[config.mk]
export PLATFORM = sky130hd
export DESIGN_NAME = mul4_rr_scheduler
export DESIGN_NICKNAME = d
export VERILOG_FILES = /design/src/rtl/mul4_rr_scheduler.sv
export SDC_FILE = /design/constraint.sdc
export NUM_CORES = 1
export LEC_CHECK = 0
export BUFFER_PORTS_ARGS = -buffer_cell sky130_fd_sc_hd__buf_2
export CORE_UTILIZATION = 50
export DETAILED_ROUTE_END_ITERATION = 7
export GPL_ROUTABILITY_DRIVEN = 0
export MAX_ROUTING_LAYER = met4
export PLACE_DENSITY = 0.77
export REMOVE_ABC_BUFFERS = 1
export SYNTH_ARGS = -nofsm -noshare
export SYNTH_HDL_FRONTEND = slang
export SYNTH_SLANG_ARGS = --single-unit
[constraint.sdc]
create_clock -name clk -period 4.8 [get_ports clk]
set_input_delay 0.24 -clock clk [delete_from_list [all_inputs] [get_ports clk]]
set_output_delay 0.24 -clock clk [all_outputs]
set_load 0.03 [all_outputs]
[src/rtl/mul4_rr_scheduler.sv]
// Round-robin scheduler sharing one 4x4 unsigned array multiplier among up to
// four requesters. Operands are registered before the multiplier and the
// product is registered after it, so the multiplier ripple path sits alone
// between two flop stages.
module mul4_rr_scheduler #(
  parameter int unsigned NREQ = 4
) (
  input  logic              clk,
  input  logic              rst,
  input  logic [NREQ-1:0]   req_valid,
  input  logic [4*NREQ-1:0] req_a,
  input  logic [4*NREQ-1:0] req_b,
  output logic [NREQ-1:0]   req_ready,
  output logic              rsp_valid,
  output logic [1:0]        rsp_id,
  output logic [7:0]        rsp_prod,
  input  logic              rsp_ready
);

  typedef enum logic [1:0] {StIdle, StMul, StHold} state_e;

  state_e      state_q, state_d;
  logic [1:0]  ptr_q, ptr_d;
  logic [3:0]  a_q, a_d;
  logic [3:0]  b_q, b_d;
  logic [1:0]  id_q, id_d;
  logic        rsp_valid_q, rsp_valid_d;
  logic [1:0]  rsp_id_q, rsp_id_d;
  logic [7:0]  rsp_prod_q, rsp_prod_d;

  // Inputs padded to the full four-requester width; padding bits are zero so
  // indices >= NREQ can never win.
  logic [3:0]  valid_pad;
  logic [15:0] req_a_pad;
  logic [15:0] req_b_pad;
  logic [3:0]  ready_pad;

  logic        found;
  logic [1:0]  grant_idx;
  logic [2:0]  pos;
  logic [3:0]  a_sel;
  logic [3:0]  b_sel;
  logic [7:0]  mul_prod;

  assign valid_pad = 4'(req_valid);
  assign req_a_pad = 16'(req_a);
  assign req_b_pad = 16'(req_b);
  assign a_sel     = req_a_pad[{grant_idx, 2'b00} +: 4];
  assign b_sel     = req_b_pad[{grant_idx, 2'b00} +: 4];

  // Round-robin search: first valid index starting at ptr, wrapping at NREQ.
  always_comb begin
    found     = 1'b0;
    grant_idx = 2'd0;
    pos       = 3'd0;
    for (int unsigned k = 0; k < 4; k++) begin
      pos = {1'b0, ptr_q} + 3'(k);
      if (pos >= 3'(NREQ)) pos = pos - 3'(NREQ);
      if (k < NREQ && !found && valid_pad[pos[1:0]]) begin
        found     = 1'b1;
        grant_idx = pos[1:0];
      end
    end
  end

  // One-hot accept, only in IDLE and never while reset is asserted.
  always_comb begin
    ready_pad = 4'd0;
    if (state_q == StIdle && found && !rst) ready_pad[grant_idx] = 1'b1;
    req_ready = ready_pad[NREQ-1:0];
  end

  // Shift-and-add array multiplier on the registered operands.
  always_comb begin
    mul_prod = 8'd0;
    for (int unsigned i = 0; i < 4; i++) begin
      if (b_q[i]) mul_prod = mul_prod + (8'(a_q) << i);
    end
  end

  // Next-state logic for the IDLE -> MUL -> HOLD transaction sequence.
  always_comb begin
    state_d     = state_q;
    ptr_d       = ptr_q;
    a_d         = a_q;
    b_d         = b_q;
    id_d        = id_q;
    rsp_valid_d = rsp_valid_q;
    rsp_id_d    = rsp_id_q;
    rsp_prod_d  = rsp_prod_q;
    case (state_q)
      StIdle: begin
        if (found) begin
          a_d     = a_sel;
          b_d     = b_sel;
          id_d    = grant_idx;
          ptr_d   = (grant_idx == 2'(NREQ - 1)) ? 2'd0 : grant_idx + 2'd1;
          state_d = StMul;
        end
      end
      StMul: begin
        rsp_prod_d  = mul_prod;
        rsp_id_d    = id_q;
        rsp_valid_d = 1'b1;
        state_d     = StHold;
      end
      StHold: begin
        if (rsp_ready) begin
          rsp_valid_d = 1'b0;
          state_d     = StIdle;
        end
      end
      default: state_d = StIdle;
    endcase
  end

  // State and datapath registers with synchronous reset.
  always_ff @(posedge clk) begin
    if (rst) begin
      state_q     <= StIdle;
      ptr_q       <= 2'd0;
      a_q         <= 4'd0;
      b_q         <= 4'd0;
      id_q        <= 2'd0;
      rsp_valid_q <= 1'b0;
      rsp_id_q    <= 2'd0;
      rsp_prod_q  <= 8'd0;
    end else begin
      state_q     <= state_d;
      ptr_q       <= ptr_d;
      a_q         <= a_d;
      b_q         <= b_d;
      id_q        <= id_d;
      rsp_valid_q <= rsp_valid_d;
      rsp_id_q    <= rsp_id_d;
      rsp_prod_q  <= rsp_prod_d;
    end
  end

  assign rsp_valid = rsp_valid_q;
  assign rsp_id    = rsp_id_q;
  assign rsp_prod  = rsp_prod_q;

endmodule

==> results of run 1 <==
[cells in the final DEF (no fill, tap or decap), drive strengths merged, types with 2 or more instances in the layout]
cell	count
a211oi	3
nor2	14
o21ai	6
a21o	5
nand2	20
dfxtp	25
inv	11
and2	5
buf	53
mux2i	21
a21oi	19
ha	15
fa	3
o221ai	8
nand2b	5
nand3b	11
a311oi	2
nor2b	5
clkbuf	3
nand3	2
o211ai	3
xnor2	5
or3	2
[cell usage after synthesis (2+ instances only)]
cell type	count	share of area, %
dfxtp_1	25	27
mux2i_1	21	11
a21oi_1	19	5.1
nand2_1	18	3.6
ha_1	15	10
nor2_1	12	2.4
inv_1	11	2.2
nand3b_1	11	4.5
o221ai_1	8	3.8
a21o_1	5	2.0
and2_1	5	1.7
nand2b_1	5	1.7
nor2b_1	5	1.7
o21ai_0	5	1.3
xnor2_1	5	2.4
a211oi_1	3	1.2
buf_6	3	1.8
clkbuf_1	3	0.61
fa_1	3	3.2
o211ai_1	3	1.2
a311oi_1	2	0.94
buf_4	2	0.81
nand3_1	2	0.54
nor2_2	2	0.67
[state kept, by name, summed over array words and instances, names as in the netlist]
| name | count |
|---|---|
| rsp_prod | 8 |
| b_q | 4 |
| id_q | 2 |
| state_q | 2 |
| a_q | 4 |
| rsp_id | 2 |
| ptr_q | 2 |
| rsp_valid | 1 |
[cell families after synthesis]
kind of cell	count (synthesis)	synth area share, %
AND/OR/NAND/NOR	69	20.65
AO/OA/AOI/OAI	48	17.88
flip-flops	25	26.99
buffers and inverters	21	6.950
multiplexers	21	11.34
adder cells (fa/ha/maj)	18	13.36
XOR/XNOR	6	2.834
[layer usage]
metal | vias to the layer above | global-route usage (%)
met2 | 32 | 38.44
met1 | 749 | 26.76
met5 | - | -
met4 | 0 | 4.360
li1 | 839 | -
met3 | 2 | 2.190
[worst max-delay path by stage]
stage	from	to	slack [ns]
detailed placement	a_q[1]	rsp_prod[6]	0.95
floorplan	a_q[1]	rsp_prod[6]	1.30
finish	a_q[1]	rsp_prod[6]	0.93
global placement	a_q[1]	rsp_prod[6]	1.11
global route	a_q[1]	rsp_prod[6]	0.50
CTS	a_q[1]	rsp_prod[6]	0.92
[worst max-delay path, cell delays in order, from the launching register on]
cell	delay (ns)
dfxtp_1	0.50
and2_1	0.20
ha_1	0.17
inv_1	0.05
fa_1	0.38
xnor2_1	0.14
nand2_1	0.09
xnor2_1	0.31
inv_1	0.08
ha_1	0.28
a21o_1	0.15
a21oi_1	0.17
xnor2_1	0.13
nand2_1	0.09
nand2_1	0.12
ha_1	0.26
a21oi_1	0.15
nand2_1	0.07
xor2_1	0.13
mux2i_1	0.09
a211oi_1	0.23
[stage by stage]
step	setup WS, ns	power, mW
final	0.9317	0.6498
after global routing	0.5032	0.7047
after CTS	0.9186	0.6548
after detailed placement	0.9509	0.5283
after global placement	1.115	0.5241
after floorplan	1.299	0.4564
[power groups by stage]
stage	clock network [mW]	registers, mW	logic, mW
2_1_floorplan	0	0.282	0.174
3_3_place_gp	0	0.280	0.244
3_5_place_dp	0	0.281	0.248
4_1_cts	0.129	0.276	0.249
5_1_grt	0.141	0.283	0.281
6_report	0.128	0.276	0.246
[area by class of cell]
class,count,share of cell area (%)
timing repair buffer,53,12.40
sequential,25,23.41
tap,46,2.692
inverter,11,1.931
clock buffer,3,1.931
multi-input combinational,162,57.28
clock inverter,1,0.3511
==> flow_metrics.py, run 1 <==
metrics = {
    "status": {
        "status": "finished clean",
    },
    "routing": {
        "firstDrtPassIters": 4,
        "highest_layer": "met4",
        "wl_per_cell_um": 12.57,
        "vias": 1622,
        "m1WireLength_um": 1804,
        "wl_met2_um": 1852,
        "ant_nets": 0,
        "wl_um": 3783,
        "drc": 0,
        "drtIter0Drc": 50,
        "wl_met3_um": 99,
        "vias_per_cell": 5.389,
    },
    "placement": {
        "dp.cells": 297,
        "hpwlAfterDp_um": 2933,
        "port_buffers": 53,
        "place_area_um2": 2090,
    },
    "timing": {
        "clock_skew_ns": 0.002833,
        "worst_slew_pin_slew_ns": 1.059,
        "hold_viol_final": 0,
        "setup_viol": 0,
        "slew_violations": 0,
        "period_needed_ns": 3.868,
        "period_share_pct": 80.59,
        "whs_ns": 0.2479,
        "tns_ns": 0,
        "fmax_ghz": 0.2585,
        "grt_setup_unrepaired": "no",
        "slew_headroom_pct": 29.18,
    },
    "power": {
        "power_density_nw_per_um2": 303.9,
        "internal_power_uw": 404.8,
        "p_seq_share_pct": 42.5,
        "comb_power_share_pct": 37.9,
        "netSwitchingFraction_pct": 37.71,
        "p_leak_nw": 1.078,
        "power_switching_uw": 245.0,
        "peakVddDrop_v": 0.0001355,
        "clkPwrFrac_pct": 19.7,
    },
    "global_routing": {
        "grt_usage_pct": 21.83,
        "grt_pass1_vias": 1585,
        "antenna_found_initial": 0,
        "grt_pass1_wl_um": 6962,
        "grt_max_degree": 28,
        "overflow": 0,
    },
    "yosys": {
        "syn_area_per_cell_um2": 8.915,
        "ys.flop_type": "dfxtp_1",
        "async_flop_share_pct": 0,
        "yosys.cell_types.count": 39,
        "ys_seq_area_share_pct": 26.99,
        "ys_warn_count": 0,
        "ys_ff_latch": 25,
        "synth_area_um2": 1854,
        "syn_inst": 208,
        "synth_edf_count": 0,
    },
    "critical_path": {
        "reg2reg_from": "a_q[1]",
        "reg2reg_depth": 20,
        "rr_endpoint": "rsp_prod[6]",
        "worstSetupPathType": "flip-flop to flip-flop",
        "cp_max_fo": 7,
        "rrSetupSlack_ns": 0.93,
        "endpoint_kind": "flip-flop",
        "worstPathArrival_ns": 4.06,
        "start_kind": "flip-flop",
        "required_ns": 4.99,
    },
    "min_path": {
        "hold_class": "primary input to flip-flop",
        "hold_end": "state_q[1]",
        "hold_start": "rsp_ready",
        "min_path_cells": 3,
    },
    "finish": {
        "fin_util_pct": 62.12,
        "fin_nets": 313,
        "seqCellArea_um2": 500.5,
        "diodes": 0,
        "instances_no_fill": 301,
        "multi_input_area_um2": 1225,
        "area_growth_pct": 15.32,
        "nFillCells": 340,
        "drive_above_1_share_pct": 25.10,
        "finalInstanceArea_um2": 2138,
    },
    "cts": {
        "hold_buffers": 0,
        "htreeDepth": 1,
        "clock_path_buffers": 2,
        "cts_setup_buffers": 0,
        "ctsResizeCount": 0,
        "cts-buffers-inserted": 3,
        "cts_tree": "yes",
        "clk_latency_ns": 0.27,
        "clkSlewWorstSetupHoldPaths_ns": 0.09,
        "cts_root_buf": "clkbuf_8",
        "numClockSinks": 25,
    },
    "die": {
        "rows": 21,
        "pin_count": 54,
        "dieArea_um2": 3956,
        "fp.dieH_um": 62.90,
        "initial_utilization_pct": 53.87,
        "die_w_um": 62.90,
        "core_region_area_um2": 3442,
    },
    "flow_run": {
        "drv_cap": 0,
    },
}
(Power assumes the default switching activity.)
==> run 2: changes to the inputs <==
- ABC_AREA: not set -> 1
- CORE_UTILIZATION: 50 -> 49
- clock period: 4.8 -> 3.21 ns (I/O delays scaled with it)
==> flow_metrics.py, run 2 <==
metrics = {
    "die": {
        "die_w_um": 68.83,
        "pin_count": 54,
        "core_region_area_um2": 4144,
        "fp.dieH_um": 68.83,
        "initial_utilization_pct": 52.81,
        "rows": 23,
        "dieArea_um2": 4738,
    },
    "critical_path": {
        "critPathLaunch": "a_q[1]",
        "worstSetupPathType": "flip-flop to flip-flop",
        "start_kind": "flip-flop",
        "reg2reg_from": "a_q[1]",
        "cp_max_fo": 5,
        "required_ns": 3.36,
        "worstPathArrival_ns": 3.38,
        "endpoint_kind": "flip-flop",
    },
    "finish": {
        "nFillCells": 384,
        "largest_reg_flops": 8,
        "final_common_cell": "nand2_1",
        "instances_no_fill": 465,
        "diodes": 0,
        "fin_util_pct": 65.70,
        "fin_nets": 473,
        "area_growth_pct": 24.41,
        "drive_above_1_share_pct": 27.71,
        "mostFrequentLayoutCells": "nand2_1 (89), inv_1 (61), buf_2 (53)",
    },
    "placement": {
        "port_buffers": 53,
        "hpwlAfterDp_um": 3850,
        "dp.cells": 456,
    },
    "routing": {
        "wl_um": 5258,
        "vias_per_cell": 5.127,
        "drc": 0,
        "ant_nets": 0,
        "firstDrtPassIters": 5,
        "wl_per_cell_um": 11.31,
        "vias": 2384,
        "drtIter0Drc": 104,
    },
    "yosys": {
        "synth_area_um2": 2188,
        "synth.top_cell.area_share_pct": 22.87,
        "ys.flop_type": "dfxtp_1",
        "syn_inst": 349,
        "ys_ff_latch": 25,
        "ys_warn_count": 0,
        "yosysMostFrequentCell": "nand2_1",
        "syn_area_per_cell_um2": 6.270,
        "async_flop_share_pct": 0,
        "synth_edf_count": 0,
        "yosys.cell_types.count": 37,
        "yosysTopAreaCell": "dfxtp_1",
        "ys_seq_area_share_pct": 22.87,
        "yosys-top-cells-count": "nand2_1 (91), inv_1 (65), nand3_1 (32), a21oi_1 (26), dfxtp_1 (25)",
        "synthTopCellsByArea": "dfxtp_1 (23%), nand2_1 (16%), inv_1 (11%)",
    },
    "timing": {
        "tns_ns": -0.02035,
        "fmax_ghz": 0.3099,
        "grt_setup_unrepaired": "yes",
        "clock_skew_ns": 0.006459,
        "whs_ns": 0.06251,
        "setup_slack_ns": -0.01660,
        "hold_viol_final": 0,
        "slew_headroom_pct": 68.44,
        "period_needed_ns": 3.227,
        "slew_violations": 0,
        "setup_viol": 2,
        "period_share_pct": 100.5,
        "worst_slew_pin_slew_ns": 0.4728,
    },
    "power": {
        "internal_power_mw": 1.137,
        "netSwitchingFraction_pct": 54.40,
        "clkPwrFrac_pct": 7.8,
        "power_switching_mw": 1.356,
        "peakVddDrop_v": 0.0004665,
        "total_power_mw": 2.493,
        "comb_power_share_pct": 72.0,
        "power_density_nw_per_um2": 915.7,
        "p_leak_nw": 1.529,
        "p_seq_share_pct": 20.2,
    },
    "global_routing": {
        "antenna_found_initial": 0,
        "grt_usage_pct": 24.66,
        "use_met2_pct": 41.79,
        "grt_pass1_wl_um": 8742,
        "grtUsageMet1_pct": 29.90,
        "grt_max_degree": 21,
        "grt_pass1_vias": 2123,
        "met3_usage_pct": 1.809,
        "overflow": 0,
        "grt_busiest_layer": "met2",
    },
    "cts": {
        "clock_path_buffers": 2,
        "htreeDepth": 1,
        "cts-buffers-inserted": 3,
        "hold_buffers": 0,
        "numClockSinks": 25,
        "cts_root_buf": "clkbuf_8",
        "clk_latency_ns": 0.27,
        "clkSlewWorstSetupHoldPaths_ns": 0.10,
        "cts_tree": "yes",
    },
    "status": {
        "status": "finished, violations left",
        "violations": "setup timing",
    },
    "min_path": {
        "hold_start": "rsp_ready",
        "hold_class": "primary input to flip-flop",
    },
    "flow_run": {
        "drv_cap": 0,
    },
}
## run 2: cell count changes in the layout (fill, tap and decap cells not counted), moves of 15 or more
| cell | before | now |
|---|---|---|
| nand2_1 | 18 | 89 |
| inv_1 | 11 | 61 |
| nand3_1 | 2 | 32 |
| mux2i_1 | 21 | 0 |
| buf_4 | 0 | 19 |
| nand4_1 | 0 | 15 |
## run 2: metal layers
metal  routed length (µm)  vias to the layer above
met5                    0                        -
met4                  140                        0
met3                  307                       16
met2                 2524                      103
met1                 2285                     1015
li1                     -                     1250
## run 2: path summary, 6_finish.rpt
kind	to	slack (ns)	cells after the start
worst max-delay path	rsp_prod[5]	-0.02	14
worst min-delay path	rsp_valid	0.06	2
worst max register to register	rsp_prod[5]	-0.02	14
worst min register to register	rsp_prod[6]	0.47	2
## run 2: logic make-up after synthesis
group | after synthesis | share of synthesized area (%)
xor+xnor | 3 | 1.201
fa+ha+maj | 18 | 11.32
compound gates | 50 | 12.75
simple gates | 173 | 36.53
flops | 25 | 22.87
buf+inv | 80 | 15.32
## run 2: repair_timing
| action | CTS | global route |
|---|---|---|
| setup endpoints to repair | 3 | 4 |
| pin swaps | 4 | 17 |
| setup buffers | 0 | 5 |
| resized for setup | 14 | 17 |
## run 2: worst max-delay path, stage by stage, from the launching register on
cell,delay [ns]
dfxtp_2,0.33
buf_4,0.12
buf_4,0.16
inv_4,0.06
fa_2,0.43
o21ai_2,0.18
ha_2,0.21
inv_2,0.04
fa_2,0.53
o21ai_2,0.07
ha_2,0.20
fa_2,0.38
xor2_1,0.15
a22oi_1,0.15
a21oi_1,0.08
## run 2: area by class of cell
| type | count | area [µm²] | share of cell area [%] |
|---|---|---|---|
| inverter | 70 | 272.8 | 10.02 |
| sequential | 25 | 503.0 | 18.47 |
| timing repair buffer | 72 | 407.9 | 14.98 |
| clock buffer | 3 | 41.29 | 1.517 |
| tap | 50 | 62.56 | 2.298 |
| multi-input combinational | 244 | 1430 | 52.53 |
| clock inverter | 1 | 5.005 | 0.1838 |
## run 2: power groups by stage
stage	registers [mW]	clock network, mW	logic (mW)
6_report	0.503	0.194	1.80
5_1_grt	0.520	0.207	2.03
2_1_floorplan	0.553	0	1.16
4_1_cts	0.497	0.194	1.72
3_5_place_dp	0.501	0	1.67
3_3_place_gp	0.498	0	1.65
## run 2: metrics by stage
step	cell area, µm²	setup slack [ns]
2_1_floorplan	2123	-0.09274
3_3_place_gp	2556	-0.03194
3_5_place_dp	2556	-0.1570
4_1_cts	2636	0.004428
5_1_grt	2723	-0.1399
6_report	2723	-0.01660
